===== config.mk =====
export PLATFORM = sky130hd
export DESIGN_NAME = piso_stream
export DESIGN_NICKNAME = d
export VERILOG_FILES = /design/src/rtl/piso_stream.sv
export SDC_FILE = /design/constraint.sdc
export NUM_CORES = 1
export LEC_CHECK = 0
export ABC_AREA = 1
export BUFFER_PORTS_ARGS = -buffer_cell sky130_fd_sc_hd__buf_2
export CORE_MARGIN = 4
export CORE_UTILIZATION = 57
export DETAILED_ROUTE_END_ITERATION = 16
export PLACE_DENSITY = 0.92
export SYNTH_ARGS = -nofsm -noshare
export SYNTH_HDL_FRONTEND = slang
export SYNTH_SLANG_ARGS = --single-unit

===== constraint.sdc =====
create_clock -name clk -period 3 [get_ports clk]
set_clock_uncertainty 0.15 [all_clocks]
set_input_delay 0.15 -clock clk [delete_from_list [all_inputs] [get_ports clk]]
set_output_delay 0.15 -clock clk [all_outputs]
set_load 0.05 [all_outputs]

===== src/rtl/piso_stream.sv =====
// ----------------------------------------------------------------------------
// piso_stream
//
// Purpose:
//   Parallel-in / serial-out adapter between a show-ahead-less FIFO and a
//   symbol-oriented consumer (Viterbi core). Each WORD_W-bit FIFO word is
//   read with a one-cycle strobe. The returned data (valid one cycle after
//   the strobe) is split into N = WORD_W/SYM_W symbols. These symbols are
//   streamed out over a valid/ready handshake, MSB-first or LSB-first.
//
// Parameters:
//   WORD_W    FIFO word width (multiple of SYM_W, N >= 2)
//   SYM_W     output symbol width
//   MSB_FIRST 1 = most-significant symbol first, 0 = least-significant first
//
// Configuration macro:
//   PISO_PREFETCH_EN  when defined, the next word is fetched while the current
//                     one is still shifting. It is parked in a hold register,
//                     so back-to-back words stream with no idle cycles. When
//                     undefined, every word goes IDLE -> READ_WAIT -> SHIFT.
//
// Ports:
//   clk           clock, rising edge
//   rst_n         asynchronous active-low reset
//   fifo_data_i   FIFO read data, valid the cycle after fifo_rd_en_o
//   fifo_empty_i  FIFO empty flag
//   fifo_rd_en_o  FIFO read strobe, one-cycle pulse per word
//   data_o        current output symbol
//   valid_o       data_o valid
//   ready_i       downstream accept (transfer on valid_o && ready_i)
//   last_o        marks the final symbol of each word
//   busy_o        high when not IDLE or a prefetched word is held
// ----------------------------------------------------------------------------
module piso_stream #(
    parameter int WORD_W    = 16,
    parameter int SYM_W     = 2,
    parameter int MSB_FIRST = 1
) (
    input  logic              clk,
    input  logic              rst_n,
    input  logic [WORD_W-1:0] fifo_data_i,
    input  logic              fifo_empty_i,
    output logic              fifo_rd_en_o,
    output logic [SYM_W-1:0]  data_o,
    output logic              valid_o,
    input  logic              ready_i,
    output logic              last_o,
    output logic              busy_o
);

    localparam int N     = WORD_W / SYM_W;
    localparam int CNT_W = (N > 1) ? $clog2(N) : 1;
    // Remaining-symbol count loaded when a fresh word enters the shifter.
    localparam logic [CNT_W-1:0] CNT_RELOAD = CNT_W'(N - 1);

    typedef enum logic [1:0] {
        S_IDLE      = 2'b00,
        S_READ_WAIT = 2'b01,
        S_SHIFT     = 2'b10
    } state_t;

    state_t            r_state;
    state_t            w_state_next;
    logic [WORD_W-1:0] r_shift;
    logic [WORD_W-1:0] w_shift_next;
    logic [WORD_W-1:0] w_shift_adv;
    logic [CNT_W-1:0]  r_count;
    logic [CNT_W-1:0]  w_count_next;
    logic              r_valid;
    logic              w_valid_next;

    logic              w_xfer;
    logic              w_last_xfer;
    logic              w_rd_idle;
    logic              w_rd_pf;

`ifdef PISO_PREFETCH_EN
    // r_pending: a prefetch strobe was issued last cycle, so fifo_data_i
    // carries that word in the current cycle.
    logic              r_pending;
    logic              w_pending_next;
    logic [WORD_W-1:0] r_hold;
    logic [WORD_W-1:0] w_hold_next;
    logic              r_hold_valid;
    logic              w_hold_valid_next;
`endif

    // ------------------------------------------------------------------
    // Handshake and read-strobe decode
    // ------------------------------------------------------------------
    assign w_xfer      = r_valid && ready_i;
    assign w_last_xfer = w_xfer && (r_count == '0);
    assign w_rd_idle   = (r_state == S_IDLE) && !fifo_empty_i;

`ifdef PISO_PREFETCH_EN
    // Only one word may be in flight or parked at a time. A prefetch is
    // therefore suppressed while a read is returning or a word is held.
    assign w_rd_pf = (r_state == S_SHIFT) && !fifo_empty_i &&
                     !r_pending && !r_hold_valid;
`else
    assign w_rd_pf = 1'b0;
`endif

    // The strobe is combinational from the state and empty flag. It is
    // therefore qualified with rst_n to stay low throughout reset, even
    // when the FIFO is not empty.
    assign fifo_rd_en_o = rst_n & (w_rd_idle | w_rd_pf);

    // ------------------------------------------------------------------
    // Symbol selection: the outgoing symbol always sits at one end of the
    // shift register, and each transfer shifts the next one into place.
    // ------------------------------------------------------------------
    generate
        if (MSB_FIRST != 0) begin : g_msb_first
            assign w_shift_adv = {r_shift[WORD_W-SYM_W-1:0], {SYM_W{1'b0}}};
            assign data_o      = r_shift[WORD_W-1 -: SYM_W];
        end else begin : g_lsb_first
            assign w_shift_adv = {{SYM_W{1'b0}}, r_shift[WORD_W-1:SYM_W]};
            assign data_o      = r_shift[SYM_W-1:0];
        end
    endgenerate

    assign valid_o = r_valid;
    assign last_o  = r_valid && (r_count == '0);

`ifdef PISO_PREFETCH_EN
    assign busy_o = (r_state != S_IDLE) || r_hold_valid;
`else
    assign busy_o = (r_state != S_IDLE);
`endif

    // ------------------------------------------------------------------
    // State register
    // ------------------------------------------------------------------
    always_ff @(posedge clk or negedge rst_n) begin
        if (!rst_n) begin
            r_state <= S_IDLE;
        end else begin
            r_state <= w_state_next;
        end
    end

    // ------------------------------------------------------------------
    // Next-state and datapath decode
    // ------------------------------------------------------------------
    always_comb begin
        w_state_next = r_state;
        w_shift_next = r_shift;
        w_count_next = r_count;
        w_valid_next = r_valid;
`ifdef PISO_PREFETCH_EN
        w_pending_next    = w_rd_pf;
        w_hold_next       = r_hold;
        w_hold_valid_next = r_hold_valid;
`endif

        case (r_state)
            S_IDLE: begin
                w_valid_next = 1'b0;
                if (!fifo_empty_i) begin
                    w_state_next = S_READ_WAIT;
                end
            end

            S_READ_WAIT: begin
                // Data for the strobe issued last cycle is on fifo_data_i now.
                w_shift_next = fifo_data_i;
                w_count_next = CNT_RELOAD;
                w_valid_next = 1'b1;
                w_state_next = S_SHIFT;
            end

            S_SHIFT: begin
`ifdef PISO_PREFETCH_EN
                // Park a returning prefetch unless it is consumed directly
                // by a reload in this same cycle.
                if (r_pending && !w_last_xfer) begin
                    w_hold_next       = fifo_data_i;
                    w_hold_valid_next = 1'b1;
                end
`endif
                if (w_xfer) begin
                    w_shift_next = w_shift_adv;
                    if (r_count != '0) begin
                        w_count_next = r_count - 1'b1;
                    end else begin
`ifdef PISO_PREFETCH_EN
                        if (r_hold_valid) begin
                            w_shift_next      = r_hold;
                            w_count_next      = CNT_RELOAD;
                            w_hold_valid_next = 1'b0;
                        end else if (r_pending) begin
                            w_shift_next = fifo_data_i;
                            w_count_next = CNT_RELOAD;
                        end else if (w_rd_pf) begin
                            // A read launched this very cycle returns next
                            // cycle, which is exactly what READ_WAIT expects.
                            w_valid_next = 1'b0;
                            w_state_next = S_READ_WAIT;
                        end else begin
                            w_valid_next = 1'b0;
                            w_state_next = S_IDLE;
                        end
`else
                        w_valid_next = 1'b0;
                        w_state_next = S_IDLE;
`endif
                    end
                end
            end

            default: begin
                w_valid_next = 1'b0;
                w_state_next = S_IDLE;
            end
        endcase
    end

    // ------------------------------------------------------------------
    // Datapath registers
    // ------------------------------------------------------------------
    always_ff @(posedge clk or negedge rst_n) begin
        if (!rst_n) begin
            r_shift <= '0;
            r_count <= '0;
            r_valid <= 1'b0;
        end else begin
            r_shift <= w_shift_next;
            r_count <= w_count_next;
            r_valid <= w_valid_next;
        end
    end

`ifdef PISO_PREFETCH_EN
    always_ff @(posedge clk or negedge rst_n) begin
        if (!rst_n) begin
            r_pending    <= 1'b0;
            r_hold       <= '0;
            r_hold_valid <= 1'b0;
        end else begin
            r_pending    <= w_pending_next;
            r_hold       <= w_hold_next;
            r_hold_valid <= w_hold_valid_next;
        end
    end
`endif

endmodule


[Word-level counts from Yosys, hierarchy flattened]
Index checks and enable logic that the tools add are counted.
W data, S select, Z words.
Cells by class
  shift operators: 0
  $add $sub $neg: 1
  equal/unequal tests: 6
  div/mod/pow operators: 0
  reduce and logical (&&, ||, !) cells: 13
  $mul: 0
  order comparisons: 0
  bitwise operators: 1
  mux-type cells: 12
Operators by type and width (number)
  $pmux W16 S2: 1
  $mux W16: 1
  $ne A2 B2 Y1 const B: 4
  $mux W2: 3
  $mux W3: 2
  $pmux W2 S3: 1
  $pmux W3 S2: 1
  $reduce_and A3 Y1: 2
  $reduce_and A2 Y1: 2
  $reduce_bool A2 Y1: 2
  $logic_and A1 B1 Y1: 3
  $logic_not A3 Y1: 1
  $reduce_bool A3 Y1: 1
  $sub A3 B1 Y3 const B: 1
  $eq A2 B1 Y1 const B: 1
  $eq A2 B2 Y1 const B: 1
  $logic_not A2 Y1: 1
  $mux W1: 2
  $pmux W1 S2: 1
  $and A1 B1 Y1: 1
  $logic_not A1 Y1: 1
Storage, ports and cells
  memories: 0
  bits in read-only memories: 0
  register bits: 22
  memory bits (writable): 0
  word-level logic and storage cells: 37
  output and inout bits: 6
  input bits: 20
  bits in latches: 0

[Depth between registers and ports, before layout]
Gate-level depths: netlist (run 1).
  word-level depth: 4
  depth in mapped cells: 8
  gate-level depth less buffers: 7

[Worst setup path after synthesis (run 1)]
OpenSTA, ideal clock, no wires.
  path type: reg-to-output
  from: register r_state[1]
  to: output fifo_rd_en_o
  required time: 2.700 ns
  data arrival time: 2.101 ns
  buffers on the path: 0
  cell stages (with the launch flop): 4
  slack: 0.599 ns
  cell sequence: dfrtp_1 -> inv_2 -> nand2_1 -> nor3b_1
On the way
  cells in the longest elaborated chain, start to end: 3
RTL lines
  from (decl): line 62  | state_t r_state;
  from (signal assigned): line 139  | r_state <= w_state_next;
  $logic_not A2 Y1: line 93  | assign w_rd_idle = (r_state == S_IDLE) && !fifo_empty_i;
  $logic_and A1 B1 Y1: line 93
  $and A1 B1 Y1: line 107  | assign fifo_rd_en_o = rst_n & (w_rd_idle | w_rd_pf);
  to (decl): line 43  | output logic fifo_rd_en_o,
Every way passes these cells.

[Final worst setup path (run 1)]
  from: input rst_n
  to: output fifo_rd_en_o
On the way
  cells in the longest elaborated chain, start to end: 1
RTL lines
  from (decl): line 40  | input logic rst_n,
  $and A1 B1 Y1: line 107
Every way passes these cells.

==> results of run 1 <==
[layer usage]
metal	wire length, µm	global-route usage	up-vias
met5	0	0	-
met4	27	0.0581	0
met3	115	0.0388	4
met2	1380	0.377	27
met1	1120	0.279	507
li1	-	-	554
[cells by family after synthesis]
logic type | count (synthesis)
AOI/OAI and AO/OA | 8
adders and majority gates | 2
buffers and inverters | 18
DFF | 22
and+or+nand+nor | 110
[cell usage in the layout (no fill, tap or decap)]
cell            n
clkbuf_4        3
nand2_2         8
inv_1           8
dlygate4sd3_1  14
a21oi_2         1
nand3_2         1
nand3_1         6
ha_1            2
dfrtp_1        22
o21ai_4         1
nor3b_1         1
clkbuf_8        1
nor2_4          2
inv_2           3
nor2_1          2
buf_2          25
o21ai_0         6
nand2_1        90
[flip-flops by register name (all words and copies together), names as in the netlist]
signal   flops
r_shift     16
r_count      3
r_state      2
valid_o      1
[layout make-up]
cell class	instances	area [µm²]	area share
multi-input cells	120	546	0.370
well taps	27	33.8	0.0229
clock buffers	4	36.3	0.0246
inverters	11	41.3	0.0280
flip-flops and latches	22	551	0.374
repair buffers	39	265	0.180
[through the flow]
stage / area [µm²] / total power [mW] / hold WS (ns) / utilization / worst slack [ns]
global placement: 1300 / 1.18 / -0.00834 / 0.654 / 1.40
finish: 1470 / 1.41 / -0.00283 / 0.743 / 1.09
global route: 1470 / 1.54 / 0.0181 / 0.743 / 0.916
floorplan: 1210 / 1.14 / -0.296 / - / 0.599
detailed placement: 1300 / 1.22 / -0.00316 / 0.654 / 1.34
CTS: 1470 / 1.40 / 0.00498 / 0.743 / 1.04
[final timing paths]
kind	from	to	slack, ns	depth (start not counted)
min in group asynchronous	rst_n	r_count[1]	0.16	2
max in group asynchronous	rst_n	r_shift[15]	2.19	2
hold / removal	fifo_data_i[8]	r_shift[8]	-0.003	5
setup / recovery	rst_n	fifo_rd_en_o	1.09	4
hold reg to reg	r_shift[5]	r_shift[5]	0.35	2
setup reg to reg	r_state[1]	r_shift[3]	1.28	5
[power by group]
group | switching, mW | total [mW] | internal, mW | leakage (nW)
logic | 0.494 | 0.707 | 0.213 | 0.542
clock network | 0.0947 | 0.169 | 0.0743 | 0.0210
registers | 0.0959 | 0.530 | 0.434 | 0.272
total | 0.685 | 1.41 | 0.721 | 0.835
[worst register-to-register path: cells and delay by family (launching register included)]
family | cells | cell delay [ns]
AO/OA/AOI/OAI | 1 | 0.30
AND/OR/NAND/NOR | 3 | 0.61
buffers and inverters | 1 | 0.08
flip-flops | 1 | 0.48
[what timing repair did]
action | in CTS | in global routing
hold buffers | 14 | 0
setup buffers | 0 | 0
hold endpoints to repair | 35 | 0
==> out/metrics.yaml, run 1 <==
synth_flop_cell: "dfrtp_1"
die-area_um2: 2920
tns_ns: 0
syn_to_final_growth_pct: 21.7
worst_path_most_repeated_cell: "buf_2"
synth-edff-count: 0
synth_simple_gate_area_frac: 0.385
hold_path.class: "in2reg"
grt_pass1_wl_um: 4620
status: "finished, violations left"
synth_compound_area_frac: 0.0455
cp_slowest_cell: "dlygate4sd3_1"
arrival_ns: 1.61
viasPerCell: 4.90
core_um2: 1980
grt_antenna_before_repair: 0
io_pins: 26
initial_core_util: 0.610
path_clk_slew_ns: 0.12
achievable-frequency_ghz: 0.523
powerDensity_nw_per_um2: 955
die_x_um: 54.1
htreeDepth: 1
synth_area_per_cell_um2: 7.56
synth_top_family_by_area: "simple AND/OR/NAND/NOR gates"
setup_viol: 0
ys_top_cells_by_count: "90 x nand2_1, 22 x dfrtp_1, 8 x inv_1, 8 x nand2_2"
dp_cells: 205
synth_warnings: 0
ctsLongestPathBuffers: 2
core.rowCount: 16
grt_pass1_vias: 1077
ys_top_cells_by_area: "dfrtp_1 46%, nand2_1 28%, nand2_2 4.1%, nand3_1 2.5%, o21ai_0 2.5%"
dp_hpwl_um: 1690
cpPeakStageDelay_ns: 0.52
peakVddDrop_v: 0.000680
drive_above_1_share: 0.230
post_cts_resized: 0
yosysTopAreaCellShare: 0.455
grt_max_degree: 24
cp_max_fo: 23
async_reset_ff_frac: 1.00
wl_um: 2640
post-route-drc-count: 0
worst_pin_slew_ns: 0.627
via_count: 1092
maxSlewViolCount: 0
synth-seq-area-share: 0.455
synth.area.mux_share: 0
synth_xor_area_frac: 0
path_cells: "dlygate4sd3_1, buf_2, nor3b_1, buf_2"
clk_latency_ns: 0.32
fill_cells: 144
max_slew_margin: 0.582
dr.first_iter.drc_count: 27
port_buffers: 25
wl_per_cell_um: 11.8
period_needed_ns: 1.91
synth_adder_area_share: 0.0207
cts_tree: "yes"
cap_viol_max_count: 0
numCtsBuffers: 3
gp_congestion: 0.791
finalNonFillerCells: 223
finalHoldViolations: 1
fin_crit_sh: 0.638
grt_util_all_layers: 0.218
final_nets: 219
post-synth-top-count-cell: "nand2_1"
cp_num_buf_inv: 3
grt.overflow.total: 0
fin_hold_ws_ns: -0.00283
first_pass_iters: 4
p_leak_nw: 0.835
ys_types: 17
clkSinkCount: 22
synth_top_area_cell: "dfrtp_1"
failed_checks: "negative hold slack"
cts-root-buf: "clkbuf_4"
setup.worst_path.start_class: "input port"
syn_inst: 160
critical_path_class: "in2out"
critical_path.top_delay_family: "buffers and inverters"
synth_nets: 182
ys_ff_latch: 22
n_antenna_cell: 0
cp-end-kind: "output port"
rsz0062_at_grt: "no"
die_y_um: 54.1
worstPathRequired_ns: 2.70
syn_area_um2: 1210
ant_nets: 0
(Power assumes the default switching activity.)
==> inputs of run 2 (changes only) <==
Settings changed: CORE_UTILIZATION 57 to 48, PLACE_DENSITY 0.92 to 0.84.
Clock period 3 ns to 1.6 ns, I/O delays scaled along.
==> run 2 against run 1 <==
Against the previous run: flip-flop and latch count unchanged; critical path depth rose by 1; non-clock buffer count grew 12; count of clock-buffer cells in the layout shrank 1; clock power grew to 2.6 times the previous value; largest cell class is now multi-input combinational cells; total power rose by 110%; final cell count is 5.8% higher; combinational power grew 110%; sequential share of layout area shrank 3.4 points; worst hold slack gained 0.032 ns; the run now ends clean; via count up 4.5%.
==> out/metrics.yaml, run 2 (synthesis gave the netlist of run 1 again) <==
reg_top3: "r_shift x16, r_count x3, r_state x2"
p_comb_frac: 0.518
p_leak_nw: 0.901
pwr-share-seq: 0.333
n_antenna_cell: 0
wl_um: 2830
power.internal_mw: 1.59
worstPathRequired_ns: 1.37
first_pass_iters: 4
die_y_um: 58.2
setup.worst_path.start_class: "flop"
grt.overflow.total: 0
arrival_ns: 1.35
cts-root-buf: "clkbuf_4"
htreeDepth: 1
grt_util_all_layers: 0.180
clkSinkCount: 22
dp_slack_ns: 0.131
post-route-drc-count: 0
setup_viol: 0
hold_path.class: "in2reg"
wl_per_cell_um: 12.0
cp_max_fo: 4
netSwitchingFraction: 0.456
clk_latency_ns: 0.32
die-area_um2: 3390
grt_max_degree: 23
cap_viol_max_count: 0
grt_antenna_before_repair: 0
peakVddDrop_v: 0.00109
grt_pass1_wl_um: 4720
gp_congestion: 0.754
ctsLongestPathBuffers: 2
cp_num_buf_inv: 2
fin_hold_ws_ns: 0.0289
rsz0062_at_grt: "yes"
core.rowCount: 17
critical_path.top_delay_family: "flip-flops"
initial_core_util: 0.527
regMostFlops: "r_shift"
finalWorstSetupSlack_ns: 0.0228
numCtsBuffers: 3
ant_nets: 0
cpPeakStageDelay_ns: 0.40
cp_slowest_cell: "dfrtp_1"
syn_to_final_growth_pct: 34.1
status: "completed"
power_switching_mw: 1.33
final_cell_mix: "88 x nand2_1, 23 x buf_2, 21 x dfrtp_1"
via_count: 1141
drive_above_1_share: 0.279
layout_commonest_cell: "nand2_1"
maxSlewViolCount: 0
max_slew_margin: 0.715
final_nets: 231
achievable-frequency_ghz: 0.634
core_um2: 2300
grt_pass1_vias: 1129
largest_register_ffs: 16
dr.first_iter.drc_count: 38
dp_hpwl_um: 1790
critical_path_class: "reg2out"
cp-end-kind: "output port"
io_pins: 26
worst_pin_slew_ns: 0.426
finalHoldViolations: 0
powerDensity_nw_per_um2: 1800
clockPowerShare: 0.149
die_x_um: 58.2
cts_tree: "yes"
period_needed_ns: 1.58
viasPerCell: 4.83
port_buffers: 25
fin_crit_sh: 0.986
path_cells: "inv_1, ha_1, nand2_2, nor2_2, buf_6"
path_clk_slew_ns: 0.13
run 2: worst min-delay path, stage by stage:
cell and delay (ns):
buf_2 0.08, nand2_2 0.08, nand2_2 0.10, nand3_1 0.08, nand2_1 0.06
run 2: worst paths after layout:
path,startpoint,to,slack [ns],cells past startpoint
setup / recovery,r_count[0],last_o,0.02,5
max in group asynchronous,rst_n,r_state[1],0.93,3
hold / removal,ready_i,r_count[2],0.03,5
min in group asynchronous,rst_n,r_shift[13],0.13,3
hold reg to reg,r_shift[14],r_shift[14],0.33,2
setup reg to reg,r_state[0],r_shift[11],0.10,6
run 2: stage by stage:
step | setup TNS, ns | total power, mW | area, µm² | cells | utilization
after floorplan | 0 | 2.17 | 1230 | 160 | -
after global placement | 0 | 2.29 | 1340 | 210 | 0.585
after detailed placement | 0 | 2.37 | 1340 | 210 | 0.585
after CTS | 0 | 2.87 | 1600 | 233 | 0.695
after global routing | -0.0794 | 3.15 | 1620 | 236 | 0.706
final | 0 | 2.92 | 1620 | 236 | 0.706
run 2: area by class of cell:
class | instances | area (µm²)
Timing Repair Buffer | 51 | 378
Sequential cell | 22 | 552
Fill cell | 181 | 674
Clock buffer | 3 | 22.5
Clock inverter | 1 | 30.0
Inverter | 11 | 41.3
Multi-Input combinational cell | 120 | 564
Tap cell | 28 | 35.0
run 2: repair_timing:
action	in CTS	in global routing
hold buffers	18	0
buffers inserted	1	3
hold endpoints to repair	39	0
setup endpoints to repair	2	2
resized for setup	4	2
run 2: power groups by stage:
stage	clock network [mW]	registers (mW)	logic (mW)
6_report	0.435	0.972	1.51
5_1_grt	0.468	1.00	1.68
4_1_cts	0.439	0.981	1.45
3_5_place_dp	0	0.996	1.37
3_3_place_gp	0	0.979	1.31
2_1_floorplan	0	1.00	1.17
run 2: per-layer routing:
metal  routed length [µm]  track usage  part of all wire
met5                    0            0                 0
met1                 1170        0.213              0.41
met3                  115       0.0200             0.041
met2                 1500        0.329              0.53
met4                   44       0.0695             0.016
